--- config.mk ---
export PLATFORM = sky130hd
export DESIGN_NAME = pipe_stage_reg
export DESIGN_NICKNAME = d
export VERILOG_FILES = /design/src/rtl/pipe_stage_reg.sv
export SDC_FILE = /design/constraint.sdc
export NUM_CORES = 1
export LEC_CHECK = 0
export CAP_MARGIN = 0
export CORE_MARGIN = 1.5
export CORE_UTILIZATION = 25
export CTS_CLUSTER_SIZE = 8
export DETAILED_ROUTE_END_ITERATION = 6
export PLACE_DENSITY = 0.44
export SLEW_MARGIN = 20
export SYNTH_ARGS = -nofsm -noshare
export SYNTH_HDL_FRONTEND = slang
export SYNTH_SLANG_ARGS = --single-unit
--- constraint.sdc ---
create_clock -name clk -period 4.3 [get_ports clk]
set_clock_uncertainty 0.15 [all_clocks]
set_input_delay 0.86 -clock clk [delete_from_list [all_inputs] [get_ports clk]]
set_output_delay 0.86 -clock clk [all_outputs]
set_load 0.01 [all_outputs]
--- src/rtl/pipe_stage_reg.sv ---
// Pipeline stage register: ctrl/data bundles with valid/ready handshake and a 2-entry skid buffer.
// Optional PIPE_STAGE_STATS_EN adds saturating stall/bubble/flush counters.
module pipe_stage_reg #(
  parameter int unsigned CTRL_W              = 24,
  parameter int unsigned DATA_W              = 20,
  parameter int unsigned CLEAR_DATA_ON_FLUSH = 1
) (
  input  logic              clk,
  input  logic              rst,
  input  logic              flush,
  input  logic              in_valid,
  output logic              in_ready,
  input  logic [CTRL_W-1:0] in_ctrl,
  input  logic [DATA_W-1:0] in_data,
  output logic              out_valid,
  input  logic              out_ready,
  output logic [CTRL_W-1:0] out_ctrl,
  output logic [DATA_W-1:0] out_data
`ifdef PIPE_STAGE_STATS_EN
  ,
  output logic [15:0]       stall_cnt,
  output logic [15:0]       bubble_cnt,
  output logic [15:0]       flush_cnt
`endif
);

  // Bit 0 = main valid, bit 1 = skid valid; outputs come straight off these flops.
  typedef enum logic [1:0] {
    ST_EMPTY = 2'b00,
    ST_FULL  = 2'b01,
    ST_SKID  = 2'b11
  } state_e;

  state_e             state_q, state_d;
  logic [CTRL_W-1:0]  main_ctrl_q, main_ctrl_d;
  logic [DATA_W-1:0]  main_data_q, main_data_d;
  logic [CTRL_W-1:0]  skid_ctrl_q, skid_ctrl_d;
  logic [DATA_W-1:0]  skid_data_q, skid_data_d;
  logic               accept_c;
  logic               drain_c;

  assign in_ready  = ~state_q[1];
  assign out_valid = state_q[0];
  assign out_ctrl  = main_ctrl_q;
  assign out_data  = main_data_q;

  assign accept_c = in_valid & ~state_q[1];
  assign drain_c  = state_q[0] & out_ready;

  // Next-state and entry update; flush overrides normal operation.
  always_comb begin
    state_d     = state_q;
    main_ctrl_d = main_ctrl_q;
    main_data_d = main_data_q;
    skid_ctrl_d = skid_ctrl_q;
    skid_data_d = skid_data_q;

    case (state_q)
      ST_EMPTY: begin
        if (accept_c) begin
          main_ctrl_d = in_ctrl;
          main_data_d = in_data;
          state_d     = ST_FULL;
        end
      end
      ST_FULL: begin
        if (drain_c && accept_c) begin
          main_ctrl_d = in_ctrl;
          main_data_d = in_data;
        end else if (drain_c) begin
          main_ctrl_d = '0;
          state_d     = ST_EMPTY;
        end else if (accept_c) begin
          skid_ctrl_d = in_ctrl;
          skid_data_d = in_data;
          state_d     = ST_SKID;
        end
      end
      ST_SKID: begin
        if (drain_c) begin
          main_ctrl_d = skid_ctrl_q;
          main_data_d = skid_data_q;
          skid_ctrl_d = '0;
          state_d     = ST_FULL;
        end
      end
      default: begin
        main_ctrl_d = '0;
        skid_ctrl_d = '0;
        state_d     = ST_EMPTY;
      end
    endcase

    if (flush) begin
      state_d     = ST_EMPTY;
      main_ctrl_d = '0;
      skid_ctrl_d = '0;
      if (CLEAR_DATA_ON_FLUSH != 0) begin
        main_data_d = '0;
        skid_data_d = '0;
      end else begin
        main_data_d = main_data_q;
        skid_data_d = skid_data_q;
      end
    end
  end

  always_ff @(posedge clk) begin
    if (rst) begin
      state_q     <= ST_EMPTY;
      main_ctrl_q <= '0;
      main_data_q <= '0;
      skid_ctrl_q <= '0;
      skid_data_q <= '0;
    end else begin
      state_q     <= state_d;
      main_ctrl_q <= main_ctrl_d;
      main_data_q <= main_data_d;
      skid_ctrl_q <= skid_ctrl_d;
      skid_data_q <= skid_data_d;
    end
  end

`ifdef PIPE_STAGE_STATS_EN
  localparam int unsigned CNT_W = 16;

  logic [CNT_W-1:0] stall_cnt_q, stall_cnt_d;
  logic [CNT_W-1:0] bubble_cnt_q, bubble_cnt_d;
  logic [CNT_W-1:0] flush_cnt_q, flush_cnt_d;

  assign stall_cnt  = stall_cnt_q;
  assign bubble_cnt = bubble_cnt_q;
  assign flush_cnt  = flush_cnt_q;

  // Saturating event counters; only rst clears them.
  always_comb begin
    stall_cnt_d  = stall_cnt_q;
    bubble_cnt_d = bubble_cnt_q;
    flush_cnt_d  = flush_cnt_q;
    if (state_q[0] && !out_ready && (stall_cnt_q != '1))
      stall_cnt_d = stall_cnt_q + CNT_W'(1);
    if (!state_q[0] && (bubble_cnt_q != '1))
      bubble_cnt_d = bubble_cnt_q + CNT_W'(1);
    if (flush && (flush_cnt_q != '1))
      flush_cnt_d = flush_cnt_q + CNT_W'(1);
  end

  always_ff @(posedge clk) begin
    if (rst) begin
      stall_cnt_q  <= '0;
      bubble_cnt_q <= '0;
      flush_cnt_q  <= '0;
    end else begin
      stall_cnt_q  <= stall_cnt_d;
      bubble_cnt_q <= bubble_cnt_d;
      flush_cnt_q  <= flush_cnt_d;
    end
  end
`endif

endmodule

==> results of run 1 <==
==> synthesized netlist by cell type <==
| cell | n | area [um^2] |
|---|---|---|
| a211oi_1 | 20 | 150 |
| a21bo_2 | 1 | 10.0 |
| a21o_1 | 1 | 7.51 |
| a21oi_1 | 68 | 340 |
| a21oi_2 | 1 | 8.76 |
| a22oi_1 | 24 | 180 |
| a22oi_4 | 1 | 21.3 |
| a41o_1 | 2 | 20.0 |
| and2_1 | 1 | 6.26 |
| buf_2 | 17 | 85.1 |
| buf_4 | 3 | 22.5 |
| clkbuf_1 | 17 | 63.8 |
| clkbuf_2 | 2 | 10.0 |
| dfxtp_1 | 90 | 1800 |
| ha_1 | 4 | 50.1 |
| inv_1 | 3 | 11.3 |
| mux2i_1 | 22 | 220 |
| nand2_1 | 43 | 161 |
| nand2_2 | 1 | 6.26 |
| nand2b_4 | 1 | 13.8 |
| nand3_1 | 2 | 10.0 |
| nand3_2 | 1 | 10.0 |
| nand4_1 | 24 | 150 |
| nor2_1 | 5 | 18.8 |
| nor2b_2 | 1 | 8.76 |
| o21ai_0 | 24 | 120 |
| o2bb2ai_1 | 24 | 210 |
| o31a_1 | 1 | 8.76 |
| or2_2 | 1 | 6.26 |
==> how the worst min path moves through the flow <==
stage / cells past startpoint / endpoint / start / slack [ns]
floorplan: 2 / skid_data_q[0]$_SDFFE_PP0P_ / skid_data_q[0]$_SDFFE_PP0P_ / 0.29
global placement: 2 / skid_data_q[8]$_SDFFE_PP0P_ / skid_data_q[8]$_SDFFE_PP0P_ / 0.29
detailed placement: 2 / skid_data_q[1]$_SDFFE_PP0P_ / skid_data_q[1]$_SDFFE_PP0P_ / 0.30
CTS: 2 / skid_data_q[1]$_SDFFE_PP0P_ / skid_data_q[1]$_SDFFE_PP0P_ / 0.31
global route: 2 / skid_data_q[1]$_SDFFE_PP0P_ / skid_data_q[1]$_SDFFE_PP0P_ / 0.32
finish: 2 / skid_data_q[18]$_SDFFE_PP0P_ / skid_data_q[18]$_SDFFE_PP0P_ / 0.30
==> routing by layer <==
layer | global-route usage [%] | wire (um)
met1 | 18.3 | 5270
met2 | 23.4 | 5280
met3 | 5.78 | 775
met4 | 3.74 | 90
met5 | 0 | 0
==> state kept, by name, summed over array words and instances (netlist names) <==
register	cells
out_data	20
out_ctrl	24
skid_data_q	20
state_q	2
skid_ctrl_q	24
==> logic make-up (layout without fill, tap and decap cells) <==
| logic type | after synthesis | count (layout) | synth area share, % |
|---|---|---|---|
| compound gates | 167 | 167 | 28.9 |
| fa+ha+maj | 4 | 4 | 1.34 |
| buf+inv | 42 | 122 | 5.16 |
| flops | 90 | 90 | 48.3 |
| mux | 22 | 22 | 5.90 |
| simple gates | 80 | 80 | 10.5 |
==> per-stage QoR <==
stage                     util (%)  cells  hold WS (ns)  cell area [um^2]
after CTS                     35.1    669         0.307              5100
final                         35.1    669         0.303              5100
after floorplan                  -    405         0.286              3730
after global routing          35.1    669         0.320              5100
after detailed placement      33.1    654         0.298              4810
after global placement        33.1    654         0.291              4810
==> worst register-to-register path: cells and delay by family (launching register included) <==
kind / cells / cell delay [ns]
AO/OA/AOI/OAI: 2 / 0.53
AND/OR/NAND/NOR: 1 / 0.42
adder cells (fa/ha/maj): 1 / 0.70
buffers and inverters: 1 / 0.25
flip-flops: 1 / 0.54
==> cell type report <==
cell class | count | area [um^2]
clock buffers | 13 | 250
inverters | 3 | 11.3
fillers | 1495 | 9430
well taps | 184 | 230
flip-flops and latches | 90 | 1800
clock inverters | 2 | 37.5
repair buffers | 104 | 1020
multi-input cells | 273 | 1750
==> where the power goes <==
part           switching, mW  leakage [nW]  internal (mW)
Sequential            0.0194         0.730          0.862
Clock                  0.322         0.136          0.464
Combinational          0.167         0.770          0.136
==> flow_summary_export.csv, run 1 <==
group,metric,value,unit
clocking,clock_latency,0.34,ns
logic_synthesis,synthCells,405,
outcome,status,"finished clean",
critical_path,critical_path_cell_count,6,
logic_synthesis,seq_area_frac_synth,48.3,%
clocking,cts_setup_buffers,0,
die,num_io_pins,95,
timing,worst_slack,1.28,ns
drt,remaining_drc_errors,0,
drt,antenna_left,0,
timing,worstMarginPinSlew,0.983,ns
critical_path,crit_family,"buffers and inverters",
critical_path,critical_path_class,"input pin to flip-flop",
die,core,0.0145,mm^2
timing,fmax,0.331,GHz
critical_path,cp.arrival,3.05,ns
timing,tns,0,ns
global_route,grt_max_degree,65,
logic_synthesis,avgSynthCellArea,9.22,um^2
logic_synthesis,syn-num-nets,458,
placement,post-place-ws,0.962,ns
global_route,antenna_found_initial,0,
clocking,htree_levels,3,
clocking,cts.sinks,90,
timing,finalCriticalPeriod,3.02,ns
timing,period_share,70.2,%
placement,dp_hpwl,7030,um
timing,drv_slew,0,
die,dieArea,0.0157,mm^2
cells_and_area,antennaDiodeCount,0,
clocking,cts.clk_slew.worst_paths,0.06,ns
timing,max_slew_margin,34.5,%
critical_path,worstPathMaxFanout,21,
drt,viasPerCell,5.03,
timing,hold_viol,0,
clocking,cts_tree,"yes",
power,leakage,1.64,nW
die,dieHeight,125,um
drt,vias,3365,
die,initial_utilization,25.7,%
critical_path,required,4.33,ns
drt,drt_iter0_drc,224,
critical_path,reg2reg_from,"state_q[0]$_SDFFE_PP0P_",
placement,port_buffers,94,
logic_synthesis,synth_cell_types,29,
drt,drt-total-wl,11400,um
clocking,clockBufferDepth,2,
clocking,post_cts_resize_count,0,
global_route,grt_pass1_wl,18100,um
drt,wl_per_cell,17.1,um
critical_path,start_kind,"input pin",
global_route,grt_use_total,14.6,%
timing,rsz0062_at_grt,"false",
critical_path,worstPathCellList,"clkdlybuf4s50_1, nand2_2, a22oi_4, buf_4, and2_1, a211oi_1",
cells_and_area,final_nets,534,
die,num_rows,44,
global_route,grt-ovfl-total,0,
cells_and_area,drive_above_1_share,7.01,%
critical_path,reg2reg_to,"out_data[13]$_SDFFE_PP0P_",
timing,final-setup-viol-count,0,
critical_path,worst-path-buf-inv,2,
clocking,cts-root-buf,"clkbuf_16",
global_route,grt_pass1_vias,3398,
logic_synthesis,ys_ff_latch,90,
drt,dr.pass1.iters,4,
die,dieWidth,125,um
critical_path,cp-endpoint,"out_data[13]$_SDFFE_PP0P_",
cells_and_area,final_common_cell,"clkdlybuf4s50_1",
min_path,hp-class,"flip-flop to flip-flop",
cells_and_area,area_growth,36.6,%
critical_path,critPathSlowestCell,"and2_1",
cells_and_area,most-common-layout-cells,"clkdlybuf4s50_1 (94), dfxtp_1 (90), a21oi_1 (65)",
run,maxCapViolations,0,
logic_synthesis,yosysWarnings,0,
logic_synthesis,synthesis.area,0.00373,mm^2
clocking,cts_made_buffers,9,
power,powerDensity,386,mW/mm^2
placement,gp_congestion,0.796,
critical_path,r2r_setup_slack,1.61,ns
power,finalPower,1.97,mW
critical_path,crit_start,"out_ready",
critical_path,critPathMaxStageDelay,0.67,ns
clocking,cts.hold.buffers_added,0,
critical_path,worstSetupEndpointType,"flip-flop",
power,peakVddDrop,0.000233,V
critical_path,worst_r2r_path_depth,5,
Note: power is estimated with default switching activity, not from simulation.
==> inputs of run 2 (changes only) <==
clock period = 2.85 ns   (was 4.3 ns; I/O delays follow)
==> run 2 against run 1 <==
  * Highest routed layer is now met5
  * Worst hold slack hardly changed
  * Die area unchanged
  * Critical path depth unchanged
  * Final area up 1.7%
  * Wire length is 0.54% lower
  * Total power grew 55%
  * Sequential share of layout area is 0.59 points lower
  * Clock power is 60% higher
==> flow_summary_export.csv, run 2 (same netlist as run 1, synthesis figures left out) <==
group,metric,value,unit
timing,finalCriticalPeriod,2.26,ns
timing,hold_viol,0,
die,num_rows,44,
clocking,cts_setup_buffers,0,
global_route,grt-ovfl-total,0,
power,seq_power_share,43.5,%
clocking,post_cts_resize_count,0,
clocking,cts.clk_slew.worst_paths,0.06,ns
drt,drt-total-wl,11400,um
critical_path,worstSetupEndpointType,"flip-flop",
cells_and_area,antennaDiodeCount,0,
critical_path,reg2reg_from,"state_q[0]$_SDFFE_PP0P_",
global_route,grt_use_total,14.6,%
timing,worst_slack,0.594,ns
critical_path,start_kind,"flip-flop",
timing,drv_slew,0,
timing,fmax,0.443,GHz
run,maxCapViolations,0,
power,clock_power_share,41.2,%
min_path,holdCritStartpoint,"skid_data_q[6]$_SDFFE_PP0P_",
die,num_io_pins,95,
timing,rsz0062_at_grt,"false",
clocking,clock_latency,0.34,ns
timing,final-setup-viol-count,0,
global_route,grt_pass1_wl,18300,um
cells_and_area,fillers,1522,
power,p_int,2.31,mW
placement,port_buffers,94,
clocking,cts_made_buffers,9,
clocking,htree_levels,3,
min_path,hp-class,"flip-flop to flip-flop",
critical_path,worstPathMaxFanout,26,
cells_and_area,drive_above_1_share,8.50,%
timing,max_slew_margin,49.8,%
global_route,grt_max_degree,48,
drt,vias,3426,
die,dieHeight,125,um
power,p_sw,0.751,mW
power,comb_power_share,15.3,%
timing,period_share,79.2,%
drt,drt_iter0_drc,297,
clocking,cts.sinks,90,
cells_and_area,area_growth,38.9,%
clocking,cts.hold.buffers_added,0,
timing,tns,0,ns
cells_and_area,final_common_cell,"clkdlybuf4s50_1",
placement,dp_hpwl,7470,um
drt,remaining_drc_errors,0,
critical_path,required,2.91,ns
placement,gp_congestion,0.733,
power,peakVddDrop,0.000281,V
power,switching_share,24.5,%
critical_path,critical_path_class,"flip-flop to flip-flop",
global_route,antenna_found_initial,1,
placement,post-place-ws,0.309,ns
drt,viasPerCell,5.05,
clocking,clockBufferDepth,2,
die,dieArea,0.0157,mm^2
drt,dr.pass1.iters,4,
drt,wl_per_cell,16.7,um
timing,worstMarginPinSlew,0.753,ns
outcome,status,"finished clean",
drt,antenna_left,0,
die,core,0.0145,mm^2
clocking,cts_tree,"yes",
die,initial_utilization,25.7,%
critical_path,cp.arrival,2.31,ns
critical_path,crit_start,"state_q[0]$_SDFFE_PP0P_",
clocking,cts-root-buf,"clkbuf_16",
die,dieWidth,125,um
power,leakage,1.69,nW
global_route,grt_pass1_vias,3399,
cells_and_area,most-common-layout-cells,"clkdlybuf4s50_1 (94), dfxtp_1 (90), a21oi_1 (65)",
cells_and_area,final_nets,542,
power,powerDensity,590,mW/mm^2
[run 2: through the flow]
step / cell area (um^2) / std cells / total power, mW / utilization [%] / hold WS, ns
2_1_floorplan: 3730 / 405 / 1.59 / - / 0.286
3_3_place_gp: 4870 / 662 / 1.83 / 33.5 / 0.291
3_5_place_dp: 4870 / 662 / 1.83 / 33.5 / 0.296
4_1_cts: 5190 / 678 / 3.11 / 35.7 / 0.305
5_1_grt: 5190 / 678 / 3.20 / 35.7 / 0.322
6_report: 5190 / 678 / 3.06 / 35.7 / 0.303
[run 2: path summary, 6_finish.rpt]
kind         cells after the start  slack [ns]                            to
min                              2        0.30   skid_data_q[6]$_SDFFE_PP0P_
max reg2reg                      6        0.59  skid_ctrl_q[17]$_SDFFE_PP0P_
min reg2reg                      2        0.30   skid_data_q[6]$_SDFFE_PP0P_
max                              6        0.59  skid_ctrl_q[17]$_SDFFE_PP0P_
[run 2: worst max-delay path: stages, from the launching register on]
cell and delay (ns):
dfxtp_1 0.54, ha_2 0.45, buf_4 0.46, a21oi_2 0.09, buf_4 0.23, nand4_1 0.13, a21oi_1 0.07
[run 2: layer usage]
metal / GRT usage [%] / vias to the layer above / wire [um]
met5: 0 / - / 10
met4: 4.95 / 2 / 183
met3: 4.41 / 16 / 640
met2: 23.3 / 93 / 5280
met1: 18.9 / 1637 / 5240
li1: - / 1678 / -
[run 2: cell type report]
cell class | count | area (um^2) | share of cell area (%)
Clock buffer | 14 | 254 | 4.90
Multi-Input combinational cell | 273 | 1750 | 33.8
Clock inverter | 2 | 60.1 | 1.16
Sequential cell | 90 | 1800 | 34.7
Tap cell | 184 | 230 | 4.44
Timing Repair Buffer | 112 | 1080 | 20.7
Inverter | 3 | 11.3 | 0.217
[run 2: power groups by stage]
| stage | clock network, mW | logic, mW | registers, mW |
|---|---|---|---|
| after floorplan | 0 | 0.223 | 1.37 |
| after global placement | 0 | 0.469 | 1.36 |
| after detailed placement | 0 | 0.471 | 1.36 |
| after CTS | 1.30 | 0.473 | 1.33 |
| after global routing | 1.35 | 0.512 | 1.33 |
| final | 1.26 | 0.469 | 1.33 |
